## src/rtl/rv_mem_pkg.sv

```systemverilog
// Shared constants and access-legality helper for the load/store unit.
package rv_mem_pkg;

    localparam logic [2:0] F3_B  = 3'b000;
    localparam logic [2:0] F3_H  = 3'b001;
    localparam logic [2:0] F3_W  = 3'b010;
    localparam logic [2:0] F3_BU = 3'b100;
    localparam logic [2:0] F3_HU = 3'b101;

    localparam logic [31:0] NOP_INSTR = 32'h0000_0013;

    typedef logic [3:0] byte_mask_t;

    // True when funct3/offset describe a misaligned or unsupported access.
    function automatic logic access_bad(input logic [2:0] f3, input logic [1:0] off,
                                        input logic is_store);
        logic bad;
        case (f3)
            F3_B:    bad = 1'b0;
            F3_H:    bad = off[0];
            F3_W:    bad = (off != 2'b00);
            F3_BU:   bad = is_store;
            F3_HU:   bad = is_store || off[0];
            default: bad = 1'b1;
        endcase
        return bad;
    endfunction

endpackage

```

## src/rtl/load_store_unit_if.sv

```systemverilog
// Memory-side bus between the load/store unit and the byte-masked memory.
interface load_store_unit_if
    import rv_mem_pkg::*;
#(
    parameter int unsigned ADDR_W = 32
);
    logic [ADDR_W-1:0] mem_addr;
    logic [31:0]       mem_wdata;
    byte_mask_t        mem_wmask;
    logic [31:0]       mem_rdata;

    modport master (output mem_addr, output mem_wdata, output mem_wmask, input mem_rdata);
    modport slave  (input mem_addr, input mem_wdata, input mem_wmask, output mem_rdata);
endinterface

```

## src/rtl/load_formatter.sv

```systemverilog
// Extracts and extends the addressed lane of a returned memory word.
module load_formatter
    import rv_mem_pkg::*;
(
    input  logic [31:0] rdata,
    input  logic [1:0]  off,
    input  logic [2:0]  funct3,
    output logic [31:0] data,
    output logic        bad
);
    logic [7:0]  lane_b;
    logic [15:0] lane_h;

    always_comb begin
        lane_b = 8'(rdata >> {off, 3'b000});
        lane_h = off[1] ? rdata[31:16] : rdata[15:0];
        bad    = access_bad(funct3, off, 1'b0);
        case (funct3)
            F3_B:    data = {{24{lane_b[7]}}, lane_b};
            F3_BU:   data = {24'b0, lane_b};
            F3_H:    data = {{16{lane_h[15]}}, lane_h};
            F3_HU:   data = {16'b0, lane_h};
            F3_W:    data = rdata;
            default: data = '0;
        endcase
    end
endmodule

```

## src/rtl/load_store_unit.sv

```systemverilog
// Memory-side companion to the multicycle control: address mux, IR/old-PC/data
// registers, store lane steering, load formatting and sticky fault capture.
module load_store_unit
    import rv_mem_pkg::*;
#(
    parameter int unsigned ADDR_W      = 32,
    parameter logic [31:0] RESET_INSTR = NOP_INSTR
) (
    input  logic              clk,
    input  logic              rst,
    input  logic [ADDR_W-1:0] pc,
    input  logic [ADDR_W-1:0] addr,
    input  logic [31:0]       wdata,
    input  logic              adr_src,
    input  logic              ir_write,
    input  logic              mem_write,
    output logic [31:0]       instr,
    output logic [ADDR_W-1:0] old_pc,
    output logic [31:0]       data,
    load_store_unit_if.master mem,
    output logic              fault,
    output logic [ADDR_W-1:0] fault_addr
);
    logic [ADDR_W-1:0] sel;
    logic [1:0]        off, off_q;
    logic [2:0]        funct3, f3_q;
    logic              do_fetch, do_load, do_store;
    logic              fetch_bad, load_bad, store_bad, any_fault;
    logic              fetch_pend, load_pend;
    logic [31:0]       ir_q, data_q, fmt_data, load_data;
    logic              fmt_bad;
    byte_mask_t        wmask;
    logic [31:0]       wdat;

    load_formatter u_fmt (
        .rdata  (mem.mem_rdata),
        .off    (off_q),
        .funct3 (f3_q),
        .data   (fmt_data),
        .bad    (fmt_bad)
    );

    always_comb begin
        sel      = adr_src ? addr : pc;
        off      = sel[1:0];
        funct3   = instr[14:12];
        // Data access takes priority over a simultaneous fetch strobe.
        do_fetch = ir_write && !adr_src;
        do_load  = adr_src && !mem_write;
        do_store = adr_src && mem_write;

        fetch_bad = do_fetch && (pc[1:0] != 2'b00);
        load_bad  = do_load  && access_bad(funct3, off, 1'b0);
        store_bad = do_store && access_bad(funct3, off, 1'b1);
        any_fault = fetch_bad || load_bad || store_bad;

        wmask = '0;
        wdat  = '0;
        if (do_store) begin
            case (funct3)
                F3_B: begin
                    wmask = byte_mask_t'(4'b0001 << off);
                    wdat  = {4{wdata[7:0]}};
                end
                F3_H: begin
                    wmask = byte_mask_t'(4'b0011 << off);
                    wdat  = {2{wdata[15:0]}};
                end
                F3_W: begin
                    wmask = 4'b1111;
                    wdat  = wdata;
                end
                default: ;
            endcase
        end
        if (store_bad || rst) wmask = '0;

        mem.mem_addr  = {sel[ADDR_W-1:2], 2'b00};
        mem.mem_wmask = wmask;
        mem.mem_wdata = wdat;

        // Return-cycle bypass so the new word is usable without a bubble.
        load_data = fmt_bad ? '0 : fmt_data;
        instr     = fetch_pend ? mem.mem_rdata : ir_q;
        data      = load_pend ? load_data : data_q;
    end

    always_ff @(posedge clk) begin
        if (rst) begin
            ir_q       <= RESET_INSTR;
            old_pc     <= '0;
            data_q     <= '0;
            fetch_pend <= 1'b0;
            load_pend  <= 1'b0;
            off_q      <= '0;
            f3_q       <= '0;
            fault      <= 1'b0;
            fault_addr <= '0;
        end else begin
            fetch_pend <= do_fetch && !fetch_bad;
            load_pend  <= do_load;
            if (do_fetch) old_pc <= pc;
            if (do_load) begin
                off_q <= off;
                f3_q  <= funct3;
            end
            if (fetch_pend) ir_q   <= mem.mem_rdata;
            if (load_pend)  data_q <= load_data;
            if (any_fault && !fault) begin
                fault      <= 1'b1;
                fault_addr <= sel;
            end
        end
    end
endmodule

```

## src/flat_wrapper.sv

```systemverilog
// flat-port wrapper written by rule: the top's interface ports become plain ports
module load_store_unit_flat import rv_mem_pkg::*;
#(
    parameter int unsigned ADDR_W      = 32,
    parameter logic [31:0] RESET_INSTR = NOP_INSTR
)
  (clk, rst, pc, addr, wdata, adr_src, ir_write, mem_write, instr, old_pc, data, fault, fault_addr, mem_mem_addr, mem_mem_wdata, mem_mem_wmask, mem_mem_rdata);
  load_store_unit_if #(.ADDR_W(ADDR_W)) mem_i ();
  input  logic clk;
  input  logic rst;
  input  logic [ADDR_W-1:0] pc;
  input  logic [ADDR_W-1:0] addr;
  input  logic [31:0] wdata;
  input  logic adr_src;
  input  logic ir_write;
  input  logic mem_write;
  output logic [31:0] instr;
  output logic [ADDR_W-1:0] old_pc;
  output logic [31:0] data;
  output logic fault;
  output logic [ADDR_W-1:0] fault_addr;
  output wire logic [$bits(mem_i.mem_addr)-1:0] mem_mem_addr;
  output wire logic [$bits(mem_i.mem_wdata)-1:0] mem_mem_wdata;
  output wire logic [$bits(mem_i.mem_wmask)-1:0] mem_mem_wmask;
  input wire logic [$bits(mem_i.mem_rdata)-1:0] mem_mem_rdata;
  assign mem_mem_addr = mem_i.mem_addr;
  assign mem_mem_wdata = mem_i.mem_wdata;
  assign mem_mem_wmask = mem_i.mem_wmask;
  assign mem_i.mem_rdata = mem_mem_rdata;
  load_store_unit #(.ADDR_W(ADDR_W), .RESET_INSTR(RESET_INSTR)) u_core (.clk(clk), .rst(rst), .pc(pc), .addr(addr), .wdata(wdata), .adr_src(adr_src), .ir_write(ir_write), .mem_write(mem_write), .instr(instr), .old_pc(old_pc), .data(data), .mem(mem_i), .fault(fault), .fault_addr(fault_addr));
endmodule
```

## config.mk

```make
export PLATFORM = sky130hd
export DESIGN_NAME = load_store_unit_flat
export DESIGN_NICKNAME = d
export VERILOG_FILES = /design/src/rtl/rv_mem_pkg.sv /design/src/rtl/load_store_unit_if.sv /design/src/rtl/load_formatter.sv /design/src/rtl/load_store_unit.sv /design/src/flat_wrapper.sv
export SDC_FILE = /design/constraint.sdc
export NUM_CORES = 1
export LEC_CHECK = 0
export CAP_MARGIN = 20
export CORE_ASPECT_RATIO = 0.7
export CORE_UTILIZATION = 42
export CTS_CLUSTER_SIZE = 28
export DETAILED_ROUTE_END_ITERATION = 12
export GPL_TIMING_DRIVEN = 0
export HOLD_SLACK_MARGIN = 0.03
export PLACE_DENSITY_LB_ADDON = 0.12
export SLEW_MARGIN = 15
export SYNTH_ARGS = -nofsm -noshare
export SYNTH_HDL_FRONTEND = slang
export SYNTH_SLANG_ARGS = --single-unit
```

## constraint.sdc

```tcl
create_clock -name clk -period 3.3 [get_ports clk]
set_clock_uncertainty 0.15 [all_clocks]
set_input_delay 0.66 -clock clk [delete_from_list [all_inputs] [get_ports clk]]
set_output_delay 0.66 -clock clk [all_outputs]
set_load 0.01 [all_outputs]
```

==> impl_metrics.py <==
metrics = {
    "status": {
        "status": "finished clean",
    },
    "setup_path": {
        "crit_chain": "dlygate4sd2_1 > mux4_2 > mux2i_1 > nor2_2 > buf_8 > a21oi_2 > o22ai_1 > dlygate4sd2_1",
        "worstPathRequired_ps": 2490,
        "crit_top_cell": "dlygate4sd2_1",
        "crit_type": "input pin to primary output",
        "arrival_ps": 2460,
        "start_kind": "input pin",
        "crit_path_end_kind": "primary output",
        "rrSetupSlack_ps": 1050,
        "path_buf_inv": 3,
        "crit_family": "buffers and inverters",
        "critical_path.max_stage_delay_ps": 490,
        "cp_max_fo": 10,
        "cp_slowest_cell": "mux4_2",
    },
    "sta": {
        "min_period_ps": 3270,
        "setup_slack_ps": 26.6,
        "tightest_slew_ps": 741,
        "fmax_ghz": 0.305,
        "period_share_pct": 99.2,
        "max-slew-margin-rel_pct": 50.6,
        "fin_setup_tns_ps": 0,
        "drv_slew": 0,
        "setup_viol": 0,
        "final-hold-violation-count": 0,
    },
    "pwr": {
        "p_leak_nw": 4.82,
        "p_per_area_nw_per_um2": 403,
        "ir_worst_vdd_mv": 0.297,
        "finalPower_mw": 4.65,
    },
    "synthesis": {
        "syn_inst": 831,
        "async_flop_share_pct": 0,
        "synth_seq_cells": 136,
        "avgSynthCellArea_um2": 8.44,
        "synth_largest_area_cell": "dfxtp_1",
        "ys.flop_type": "dfxtp_1",
        "synth.distinct_cells": 41,
        "seq_area_frac_synth_pct": 38.8,
        "synth_area_leaders": "dfxtp_1 (39%), mux2_2 (11%), nand2_1 (8.4%)",
        "ys_warn_count": 0,
        "yosysTopAreaCellShare_pct": 38.8,
        "synth_edf_count": 0,
        "synth_area_um2": 7010,
    },
    "routing": {
        "viasPerCell": 5.12,
        "drtAntennaViolNets": 0,
        "drcViolationCount": 0,
        "vias": 7347,
        "drt_pass1_iterations": 5,
        "wirelength_mm": 26.2,
        "dr.first_iter.drc_count": 466,
        "wire_per_inst_um": 18.3,
    },
    "clock_tree": {
        "htreeDepth": 4,
        "cts_buffer_depth": 2,
        "tritoncts": "built",
        "clk-insertion-delay-late_ps": 420,
        "clk_pin_slew_ps": 50,
        "cts_hold_buf": 0,
        "cts_buffers": 17,
        "cts-root-buf": "clkbuf_16",
        "cts.sinks": 136,
    },
    "floorplanning": {
        "die_y_um": 110,
        "coreArea_um2": 16300,
        "io_pins": 330,
        "dieWidth_um": 156,
        "rows": 39,
        "start_util_pct": 43.0,
        "dieArea_um2": 17200,
    },
    "global_routing": {
        "gr-total-overflow": 0,
        "busiest_layer": "met2",
        "grt_pass1_vias": 6746,
        "grt_pass1_wl_mm": 37.7,
        "grt_max_degree": 20,
        "gr-usage-all-layers_pct": 29.3,
        "met1_usage_pct": 37.9,
        "antenna_found_initial": 1,
        "met2_usage_pct": 46.9,
        "grt.met3_usage_pct": 7.66,
    },
    "finish": {
        "drive_gt1_share_pct": 19.9,
        "final_area_um2": 11500,
        "areaGrowthSynthToFinish_pct": 64.4,
        "fillCellCount": 1339,
        "finalNetCount": 1329,
    },
    "job": {
        "drv_cap": 0,
    },
    "place": {
        "place_congestion": 0.878,
        "pre_cts_ws_ps": -1040,
        "io_buffers": 327,
        "hpwl_mm": 19.6,
        "placed_area_um2": 10600,
    },
    "hold_path": {
        "hold_class": "flip-flop to flip-flop",
    },
}
[kinds of logic after synthesis]
kind of cell,share of synthesized area [%]
and+or+nand+nor,17.3
AOI/OAI and AO/OA,16.2
DFF,38.8
buffers and inverters,9.03
muxes,18.6
other,0.0535
[area by class of cell]
cell class	count	area (um^2)	share of cell area, %
Buffer	94	594	5.15
Tap cell	225	282	2.44
Multi-Input combinational cell	576	3900	33.8
Timing Repair Buffer	348	3380	29.4
Clock inverter	13	124	1.07
Antenna cell	1	2.50	0.0217
Inverter	23	86.3	0.749
Clock buffer	19	433	3.75
Sequential cell	136	2720	23.6
[final timing paths]
path                                         from              endpoint  depth (start not counted)
worst max-delay path             mem_mem_rdata[7]              data[22]                          8
worst max register to register  u_core.fetch_pend  u_core.fault_addr[0]                          8
worst min-delay path            u_core.old_pc[30]     u_core.old_pc[30]                          2
worst min register to register  u_core.old_pc[30]     u_core.old_pc[30]                          2
[Yosys cell counts, types with 2 or more instances]
cell	n
nand3_1	2
a22oi_1	24
o21ai_0	11
and2_1	43
a211oi_1	11
buf_4	33
o31a_1	2
o22ai_1	16
inv_2	2
mux2_2	69
nand2b_1	14
clkinv_1	2
buf_6	7
a21o_1	8
buf_1	3
or2_2	2
mux2i_4	2
and3_1	2
inv_1	19
nor2b_1	4
buf_2	4
o32ai_1	16
nor2_1	41
clkbuf_1	49
mux2i_1	41
a21oi_1	95
nand2_1	157
mux2i_2	3
dfxtp_1	136
or3_1	2
[sequential cells by signal, summed over array words and instances, names as in the netlist]
| signal | cells |
|---|---|
| u_core.ir_q | 32 |
| u_core.f3_q | 3 |
| u_core.fault_addr | 32 |
| u_core.fault | 1 |
| u_core.fetch_pend | 1 |
| u_core.load_pend | 1 |
| u_core.old_pc | 32 |
| u_core.data_q | 32 |
| u_core.off_q | 2 |
[worst register-to-register path: stages, from the launching register on]
cell	delay [ps]
dfxtp_1	320
buf_6	150
mux2i_4	280
buf_4	160
a21oi_1	30
o31a_1	280
o31a_1	320
buf_6	140
mux2_1	300
[power by group]
group          internal, mW  total, mW  switching [mW]
Combinational         0.580       1.10           0.523
Sequential             1.71       1.74          0.0327
Clock                  1.04       1.80           0.760
[repair_timing]
action                                  4_1_cts  5_1_grt
gates resized for setup                     132       74
setup buffers                                17        4
hold endpoints to repair                      0        0
endpoints found under the setup margin      110       66
pin swaps                                     4        0
[stage by stage]
step | hold WS, ps | utilization, % | instances
2_1_floorplan | 296 | - | 832
3_3_place_gp | 292 | 64.9 | 1384
3_5_place_dp | 297 | 64.9 | 1384
4_1_cts | 304 | 70.1 | 1430
5_1_grt | 318 | 70.8 | 1435
6_report | 303 | 70.8 | 1435
[cells in the final DEF, fill, tap and decap left out, types with 14 or more instances in the layout]
cell	count
clkbuf_2	16
o22ai_1	16
inv_1	18
a21oi_1	76
dfxtp_1	136
clkbuf_16	17
clkdlybuf4s50_1	253
nand2b_1	14
a22oi_1	19
buf_4	58
and2_1	43
o32ai_1	16
mux2_2	69
nand2_1	157
dlymetal6s2s_1	18
dlygate4sd2_1	34
clkbuf_1	35
mux2i_1	41
nor2_1	37
[routing by layer]
layer,vias to the layer above,wire length [um]
met5,-,0
met4,0,712
met3,45,1830
met2,295,12000
met1,3456,11700
li1,3551,-
No activity file was read; power rests on OpenSTA's default activity.
